$ cat config.mk
export PLATFORM = sky130hd
export DESIGN_NAME = locked_reg_access_arbiter
export DESIGN_NICKNAME = d
export VERILOG_FILES = /design/src/rtl/locked_reg_access_arbiter.sv
export SDC_FILE = /design/constraint.sdc
export NUM_CORES = 1
export LEC_CHECK = 0
export BUFFER_PORTS_ARGS = -buffer_cell sky130_fd_sc_hd__buf_4
export CAP_MARGIN = 0
export CORE_MARGIN = 4
export CORE_UTILIZATION = 55
export CTS_CLUSTER_DIAMETER = 200
export DETAILED_ROUTE_END_ITERATION = 6
export HOLD_SLACK_MARGIN = 0.1
export PLACE_DENSITY = 0.82
export SETUP_SLACK_MARGIN = 0.05
export SYNTH_ARGS = -nofsm -noshare
export SYNTH_HDL_FRONTEND = slang
export SYNTH_SLANG_ARGS = --single-unit
export TNS_END_PERCENT = 50
$ cat constraint.sdc
create_clock -name Clk -period 9.56 [get_ports Clk]
set_input_delay 2.868 -clock Clk [delete_from_list [all_inputs] [get_ports Clk]]
set_output_delay 2.868 -clock Clk [all_outputs]
set_load 0.005 [all_outputs]
$ cat src/rtl/locked_reg_access_arbiter.sv
// Purpose: arbitrates trusted/untrusted register writes onto a bank of lockable registers.
// Latency: ack pulses 3 cycles after the sampling edge; the write is readable one cycle earlier.
// Backpressure: req/payload held until ack; one transaction in flight, other requester waits.
//
// Ports:
//   Clk, resetn                      clock, async active-low reset
//   t_req/t_addr/t_wdata/t_lock      trusted write request (t_lock sets the target's lock bit)
//   t_ack/t_err                      trusted completion pulse and reject flag
//   u_req/u_addr/u_wdata             untrusted write request
//   u_ack/u_err                      untrusted completion pulse and reject flag
//   rd_addr/rd_data                  combinational read port (0 when out of range)
//   lock_vec                         current lock bits
//   busy                             transaction in flight
//   deny_cnt                         saturating deny counter, only with LOCKED_REG_DENY_COUNT_EN
module locked_reg_access_arbiter #(
  parameter int DATA_W   = 16,
  parameter int ADDR_W   = 3,
  parameter int NUM_REGS = 8
) (
  input  logic                Clk,
  input  logic                resetn,
  input  logic                t_req,
  input  logic [ADDR_W-1:0]   t_addr,
  input  logic [DATA_W-1:0]   t_wdata,
  input  logic                t_lock,
  output logic                t_ack,
  output logic                t_err,
  input  logic                u_req,
  input  logic [ADDR_W-1:0]   u_addr,
  input  logic [DATA_W-1:0]   u_wdata,
  output logic                u_ack,
  output logic                u_err,
  input  logic [ADDR_W-1:0]   rd_addr,
  output logic [DATA_W-1:0]   rd_data,
  output logic [NUM_REGS-1:0] lock_vec,
`ifdef LOCKED_REG_DENY_COUNT_EN
  output logic [7:0]          deny_cnt,
`endif
  output logic                busy
);

  typedef enum logic [1:0] {S_IDLE, S_EXEC, S_RESP} state_t;

  state_t              r_state;
  state_t              w_next_state;

  logic [DATA_W-1:0]   r_regs [NUM_REGS];
  logic [NUM_REGS-1:0] r_lock;
  logic                r_ptr_u;      // 1: untrusted wins the next tie
  logic                r_win_u;
  logic [ADDR_W-1:0]   r_addr;
  logic [DATA_W-1:0]   r_data;
  logic                r_lock_flag;
  logic                r_err;
  logic                r_t_ack;
  logic                r_u_ack;
  logic                r_ack_err;
`ifdef LOCKED_REG_DENY_COUNT_EN
  logic [7:0]          r_deny_cnt;
`endif

  logic                w_t_req_eff;
  logic                w_u_req_eff;
  logic                w_grant_u;
  logic                w_in_range;
  logic                w_deny;
  logic [DATA_W-1:0]   w_rd_data;

  // During the ack cycle the acked requester still shows its old req; it is
  // only a new request if req is still high in the cycle after ack.
  assign w_t_req_eff = t_req & ~r_t_ack;
  assign w_u_req_eff = u_req & ~r_u_ack;
  assign w_grant_u   = w_u_req_eff & (~w_t_req_eff | r_ptr_u);

  assign w_in_range  = (int'(r_addr) < NUM_REGS);
  assign w_deny      = ~w_in_range | (r_win_u & r_lock[r_addr]);

  always_ff @(posedge Clk or negedge resetn) begin
    if (!resetn) begin
      r_state <= S_IDLE;
    end else begin
      r_state <= w_next_state;
    end
  end

  always_comb begin
    w_next_state = r_state;
    case (r_state)
      S_IDLE:  if (w_t_req_eff || w_u_req_eff) w_next_state = S_EXEC;
      S_EXEC:  w_next_state = S_RESP;
      S_RESP:  w_next_state = S_IDLE;
      default: w_next_state = S_IDLE;
    endcase
  end

  always_ff @(posedge Clk or negedge resetn) begin
    if (!resetn) begin
      for (int i = 0; i < NUM_REGS; i++) r_regs[i] <= '0;
      r_lock      <= '0;
      r_ptr_u     <= 1'b0;
      r_win_u     <= 1'b0;
      r_addr      <= '0;
      r_data      <= '0;
      r_lock_flag <= 1'b0;
      r_err       <= 1'b0;
      r_t_ack     <= 1'b0;
      r_u_ack     <= 1'b0;
      r_ack_err   <= 1'b0;
`ifdef LOCKED_REG_DENY_COUNT_EN
      r_deny_cnt  <= '0;
`endif
    end else begin
      r_t_ack <= 1'b0;
      r_u_ack <= 1'b0;
      case (r_state)
        S_IDLE: begin
          if (w_t_req_eff || w_u_req_eff) begin
            r_win_u     <= w_grant_u;
            r_addr      <= w_grant_u ? u_addr  : t_addr;
            r_data      <= w_grant_u ? u_wdata : t_wdata;
            r_lock_flag <= w_grant_u ? 1'b0    : t_lock;
          end
        end
        S_EXEC: begin
          r_err <= w_deny;
          if (!w_deny) begin
            r_regs[r_addr] <= r_data;
            if (!r_win_u && r_lock_flag) r_lock[r_addr] <= 1'b1;
          end
`ifdef LOCKED_REG_DENY_COUNT_EN
          if (w_deny && r_deny_cnt != 8'hFF) r_deny_cnt <= r_deny_cnt + 8'd1;
`endif
        end
        S_RESP: begin
          r_t_ack   <= ~r_win_u;
          r_u_ack   <= r_win_u;
          r_ack_err <= r_err;
          r_ptr_u   <= ~r_win_u;
        end
        default: ;
      endcase
    end
  end

  always_comb begin
    w_rd_data = '0;
    if (int'(rd_addr) < NUM_REGS) w_rd_data = r_regs[rd_addr];
  end

  assign rd_data  = w_rd_data;
  assign lock_vec = r_lock;
  assign t_ack    = r_t_ack;
  assign t_err    = r_t_ack & r_ack_err;
  assign u_ack    = r_u_ack;
  assign u_err    = r_u_ack & r_ack_err;
  assign busy     = (r_state != S_IDLE);
`ifdef LOCKED_REG_DENY_COUNT_EN
  assign deny_cnt = r_deny_cnt;
`endif

endmodule
# Yosys cells after proc, flatten, opt, wreduce, memory -nomap -nowiden
# Index checks and enable logic that the tools add are counted.
op_classes:
  order_cmp: 5
  n_eq_ne: 3
  muxes: 17
  n_bitwise: 15
  reduce_logical: 10
op_table:
  columns: ["operator", "n"]
  rows:
  - ["$bwmux 128", 1]
  - ["$mux 16", 4]
  - ["$bmux 16 s3", 1]
  - ["$demux 16 s3", 1]
  - ["$ge 4x4->1 const B", 2]
  - ["$not 3->4", 2]
  - ["$or 8x8->8", 1]
  - ["$and 1x1->1", 6]
  - ["$mux 1", 5]
  - ["$not 1->1", 5]
  - ["$lt 3x4->1 const B", 1]
  - ["$lt 4x1->1 const B", 1]
  - ["$pmux 2 s2", 1]
  - ["$reduce_and 2->1", 2]
  - ["$bmux 1 s3", 1]
  - ["$demux 1 s3", 1]
  - ["$ge 3x1->1 const B", 1]
  - ["$logic_and 1x1->1", 3]
  - ["$mux 3", 1]
  - ["$reduce_and 3->1", 1]
  - ["$eq 2x1->1 const B", 1]
  - ["$eq 2x2->1 const B", 1]
  - ["$logic_not 2->1", 1]
  - ["$mux 2", 1]
  - ["5 further kinds", 5]
totals:
  reg_bits: 164
  inputBits: 46
  output_inout_bits: 29
  wordCells: 69

# Logic depth before layout (Yosys ltp)
# Gate-level depths: netlist of run 1.
depth:
  depth_word: 6
  ltp_mapped: 7
  mapped_depth_nobuf: 5

# Worst setup path before layout of run 1
# OpenSTA, ideal clock, no wires.
synth_timing:
  path_kind: "input -> output"
  start: "input port rd_addr[0]"
  end: "output port rd_data[0]"
  t_arrival_ns: 4.178
  required_time_ns: 6.692
  slack_ns: 2.514
  path_stages: 4
  cell_sequence: "clkbuf_1 buf_2 mux4_2 mux2_2"
synth_between:
  elab_chain_len: 4
synth_lines:
  columns: ["element", "line_no", "rtl"]
  rows:
  - ["start, declared", "33", "input logic [ADDR_W-1:0] rd_addr,"]
  - ["$not 3->4 (implied by the code)", "147", "if (int'(rd_addr) < NUM_REGS) w_rd_data = r_regs[rd_addr];"]
  - ["$bmux 16 s3", "147", null]
  - ["$mux 16 (implied by the code) (2 in a row)", "147", null]
  - ["end, declared", "34", "output logic [DATA_W-1:0] rd_data,"]
# Every way passes these cells. The select of a mux whose other input is x is not followed.

# Worst setup path in the final report of run 1
layout_timing:
  start: "input port rd_addr[0]"
  end: "output port rd_data[13]"
# Same word-level chain as after synthesis.

==> results of run 1 <==
==> final cells by class <==
class                           count  area (um^2)  area share (%)
Sequential cell                   164         4104           46.94
Multi-Input combinational cell    295         3188           36.47
Timing Repair Buffer               82        619.3           7.085
Clock buffer                       23        488.0           5.582
Tap cell                          176        220.2           2.519
Clock inverter                      8        100.1           1.145
Inverter                            6        22.52          0.2576
==> report_power, final <==
part,switching [mW],internal (mW)
clock network,0.261,0.410
logic,0.355,0.529
registers,0.249,0.998
==> sequential cells by signal (all words and copies together) (netlist names) <==
register     count
r_regs         128
r_data          16
lock_vec         8
r_addr           3
r_state          2
r_ack_err        1
r_err            1
r_lock_flag      1
r_ptr_u          1
r_win_u          1
t_ack            1
u_ack            1
==> cells in the mapped netlist, types with 3 or more instances <==
library cell / instances / share of area (%)
clkbuf_1: 12 / 0.61
o21ai_0: 19 / 1.3
nor2_1: 8 / 0.40
nand2b_1: 5 / 0.42
mux2_2: 146 / 22
buf_1: 3 / 0.15
o21bai_1: 4 / 0.40
mux2i_1: 21 / 2.8
mux4_2: 32 / 9.7
a21o_1: 3 / 0.30
buf_2: 13 / 0.87
nand2_1: 23 / 1.2
inv_1: 6 / 0.30
dfrtp_1: 164 / 55
==> cells by family (layout without fill, tap and decap cells) <==
| group | after synthesis | count (layout) |
|---|---|---|
| mux | 200 | 200 |
| flops | 164 | 164 |
| compound gates | 43 | 43 |
| simple gates | 52 | 52 |
| buf+inv | 36 | 119 |
==> critical path, cell delays in order <==
cell and delay (ns):
buf_4 0.51, mux4_2 0.60, mux2_2 0.30, buf_4 0.14
==> how the worst max path moves through the flow <==
stage,end,slack (ns),startpoint
detailed placement,rd_data[13],2.21,rd_addr[0]
global route,rd_data[13],2.13,rd_addr[0]
floorplan,rd_data[0],2.51,rd_addr[0]
CTS,rd_data[13],2.20,rd_addr[0]
finish,rd_data[13],2.23,rd_addr[0]
global placement,rd_data[3],2.24,rd_addr[0]
==> layer usage <==
metal | vias to the layer above | global-route usage (%) | routed length, um
met5 | - | 0 | 0
met2 | 134 | 34.83 | 8149
met3 | 26 | 5.403 | 723
met4 | 0 | 7.479 | 327
met1 | 2321 | 28.57 | 6686
li1 | 1975 | - | -
==> impl_metrics.yaml, run 1 <==
status:
  outcome: "complete, no violations"
critical_path:
  rr_startpoint: "r_addr[2]"
  worstPathArrival_ns: 4.46
  critPathMaxFanout: 32
  r2r_end: "r_regs[11]"
  startpoint_type: "input port"
  rr_worst_depth: 5
  ff2ff_setup_slack_ns: 7.01
  cp.required_ns: 6.69
  end_kind: "primary output"
  crit_type: "input port to primary output"
clock_tree:
  cts_hold_buffers: 0
  ctsResizeCount: 0
  clk_pin_slew_ns: 0.06
  cts_buffers: 17
  cts.sinks: 164
  postCtsSetupBuffers: 0
  cts_tree: "done"
  cts_buffer_depth: 2
  htreeDepth: 4
  clock_latency_ns: 0.42
  cts_root_buf: "clkbuf_16"
route:
  routed_via_density: 5.910
  via_count: 4456
  wl_per_cell_um: 21.07
  ant_nets: 0
  route.detailed.drc: 0
  first_iter_violations: 261
  drt_wl_total_um: 15890
  dr.pass1.iters: 4
die:
  initial_utilization_pct: 56.18
  fp-row-count: 42
  fp.dieW_um: 124.3
  die-area_mm2: 0.01545
  die_h_um: 124.3
  coreArea_mm2: 0.01324
  boundaryPins: 75
timing:
  fin_ws_ns: 2.234
  fin_crit_sh_pct: 76.63
  hold_viol_final: 0
  rsz0062_at_grt: "no"
  fin_skew_ns: 0.007612
  max_freq_mhz: 136.5
  finalSetupViolations: 0
  relSlewSlack_pct: 27.07
  drv_slew: 0
  tightest_slew_ns: 1.091
  finalCriticalPeriod_ns: 7.326
  setup_tns_ns: 0
  holdWs_ns: 0.4755
cells_and_area:
  nNetsFinal: 612
  stdcell_area_mm2: 0.008742
  final_cells: 754
  final_cell_mix: "dfrtp_1, mux2_2, buf_4"
  antennaDiodeCount: 0
  layout-drive-gt1-share_pct: 51.73
  final_util_pct: 66.01
  final_common_cell: "dfrtp_1"
  n_fill_cell: 996
  syn2layout_area_growth_pct: 17.51
yosys:
  synth_cell_types: 43
  synth_warnings: 0
  synthAdderAreaFrac_pct: 0
  synth_top_family_by_area: "multiplexers"
  synthSimpleGateAreaFrac_pct: 3.364
  synth_fp_nets: 541
  synth_ff_type: "dfrtp_1"
  synth_compound_area_share_pct: 4.474
  synthMuxAreaShare_pct: 34.81
  ys_seq_area_share_pct: 55.16
  synth_xor_area_share_pct: 0
  async_flop_share_pct: 100.0
  syn_area_per_cell_um2: 15.03
  synth_edf_count: 0
  syn_area_mm2: 0.007440
  ys_ff_latch: 164
  postSynthCellCount: 495
grt:
  grt_antenna_before_repair: 0
  overflow: 0
  grt_pass1_vias: 4804
  grtUsageTotal_pct: 21.50
  grt_pass1_wl_um: 25720
  grt_max_degree: 116
pwr:
  powerDensity_mw_per_mm2: 320.4
  power.leakage_nw: 4.022
  finalPower_mw: 2.801
  peakVddDrop_uv: 172.7
hold_path:
  hold_path.class: "register to register"
  whs_endpoint: "r_ptr_u"
  min-delay-start: "r_ptr_u"
  min_path_cells: 1
flow_run:
  maxCapViolations: 0
placed_design:
  gp_congestion: 0.8079
  hpwl_um: 9444
  numPortBuffers: 74
  dp_slack_ns: 2.215
  place_area_mm2: 0.008154
  dp.cells: 723
Note: power is estimated with default switching activity, not from simulation.
==> run 2: changes to the inputs <==
- CORE_UTILIZATION: 55 -> 53
- PLACE_DENSITY: 0.82 -> 0.83
- clock period: 9.56 -> 6.2 ns (I/O delays scaled with it)
==> run 2 against run 1 <==
  * Clock skew shrank 0.0015 ns
  * Register-to-register slack got worse by 3.6 ns
  * Non-clock buffer count down 1
  * Cell count up 0.40%
  * Largest cell class unchanged
  * Count of clock-buffer cells in the layout down 2
  * Critical path depth stayed put
  * Global-route usage is 0.74 points lower
  * First-iteration DRC count increased by 63%
  * Combinational power increased by 53%
  * Flip-flop and latch count did not move
  * Critical endpoint is now rd_data[7]
  * Worst hold slack better by 0.016 ns
  * Critical path type unchanged
  * Largest power group unchanged
  * Die area grew 3.5%
==> impl_metrics.yaml, run 2 (synthesis results as in run 1) <==
pwr:
  swShare_pct: 30.55
  p_seq_share_pct: 44.3
  p_int_mw: 3.024
  powerDensity_mw_per_mm2: 496.9
  clkPwrFrac_pct: 24.7
  p_comb_share_pct: 31.1
  peakVddDrop_uv: 226.9
  p_switching_mw: 1.330
  power.leakage_nw: 4.048
  finalPower_mw: 4.353
timing:
  fin_skew_ns: 0.006113
  tightest_slew_ns: 1.103
  drv_slew: 0
  hold_viol_final: 0
  finalSetupViolations: 0
  setup_tns_ns: 0
  holdWs_ns: 0.4919
  fin_ws_ns: 0.9121
  fin_crit_sh_pct: 85.29
  relSlewSlack_pct: 26.45
  finalCriticalPeriod_ns: 5.288
  max_freq_mhz: 189.1
  rsz0062_at_grt: "no"
placed_design:
  gp_congestion: 0.8015
  dp_slack_ns: 0.8711
  dp.cells: 726
  place_area_mm2: 0.008152
  hpwl_um: 9679
  numPortBuffers: 74
route:
  route.detailed.drc: 0
  routed_via_density: 5.945
  first_iter_violations: 426
  wl_per_cell_um: 20.93
  drt_wl_total_um: 15840
  ant_nets: 0
  via_count: 4500
  dr.pass1.iters: 4
cells_and_area:
  largest_reg_flops: 128
  nNetsFinal: 611
  n_fill_cell: 966
  stdcell_area_mm2: 0.008761
  layout-drive-gt1-share_pct: 51.99
  final_cell_mix: "dfrtp_1, mux2_2, buf_4"
  final_common_cell: "dfrtp_1"
  final_cells: 757
  syn2layout_area_growth_pct: 17.76
  antennaDiodeCount: 0
  regMostFlops: "r_regs"
  final_util_pct: 63.36
critical_path:
  startpoint_type: "input port"
  cp.required_ns: 4.34
  ff2ff_setup_slack_ns: 3.45
  crit_type: "input port to primary output"
  critPathMaxFanout: 32
  worstPathArrival_ns: 3.43
  end_kind: "primary output"
clock_tree:
  cts_hold_buffers: 0
  clock_latency_ns: 0.42
  cts_buffer_depth: 2
  postCtsSetupBuffers: 0
  cts.sinks: 164
  ctsResizeCount: 0
  clk_pin_slew_ns: 0.06
  cts_tree: "done"
  cts_buffers: 17
  htreeDepth: 4
  cts_root_buf: "clkbuf_16"
hold_path:
  hold_path.class: "register to register"
grt:
  grt_antenna_before_repair: 0
  grt_pass1_wl_um: 25850
  grtUsageTotal_pct: 20.76
  overflow: 0
  grt_max_degree: 114
  grt_pass1_vias: 4820
die:
  die_h_um: 126.5
  fp-row-count: 43
  die-area_mm2: 0.01600
  boundaryPins: 75
  initial_utilization_pct: 53.81
  fp.dieW_um: 126.5
  coreArea_mm2: 0.01383
status:
  outcome: "complete, no violations"
flow_run:
  maxCapViolations: 0
-- run 2: layout make-up --
cell class | count | area, um^2 | share of cell area [%]
Sequential cell | 164 | 4104 | 46.84
Multi-Input combinational cell | 295 | 3188 | 36.39
Timing Repair Buffer | 81 | 611.8 | 6.984
Clock buffer | 21 | 480.5 | 5.484
Tap cell | 180 | 225.2 | 2.571
Clock inverter | 10 | 128.9 | 1.471
Inverter | 6 | 22.52 | 0.2571
-- run 2: metal layers --
layer / part of all wire, % / GRT usage, % / vias to the layer above
met3: 5.1 / 4.674 / 13
met2: 51 / 33.90 / 122
met1: 43 / 28.05 / 2396
met4: 1.0 / 6.435 / 0
met5: 0 / 0 / -
li1: - / - / 1969
-- run 2: power by group through the flow --
stage,Clock (mW),Combinational (mW),Sequential [mW]
after floorplan,0,1.03,1.77
after global placement,0,1.31,1.88
after detailed placement,0,1.36,1.93
after CTS,1.09,1.37,1.92
after global routing,1.14,1.47,1.99
final,1.07,1.35,1.93
-- run 2: path summary, 6_finish.rpt --
kind / start / to / cells after the start
worst max register to register: r_addr[2] / r_regs[71] / 4
max in group asynchronous: resetn / r_data[13] / 2
min in group asynchronous: resetn / u_ack / 1
worst min-delay path: r_ptr_u / r_ptr_u / 1
worst min register to register: r_ptr_u / r_ptr_u / 1
worst max-delay path: rd_addr[0] / rd_data[7] / 4
-- run 2: worst max-delay path, cell delays in order --
cell and delay (ns):
buf_4 0.53, mux4_2 0.58, mux2_2 0.30, buf_4 0.14
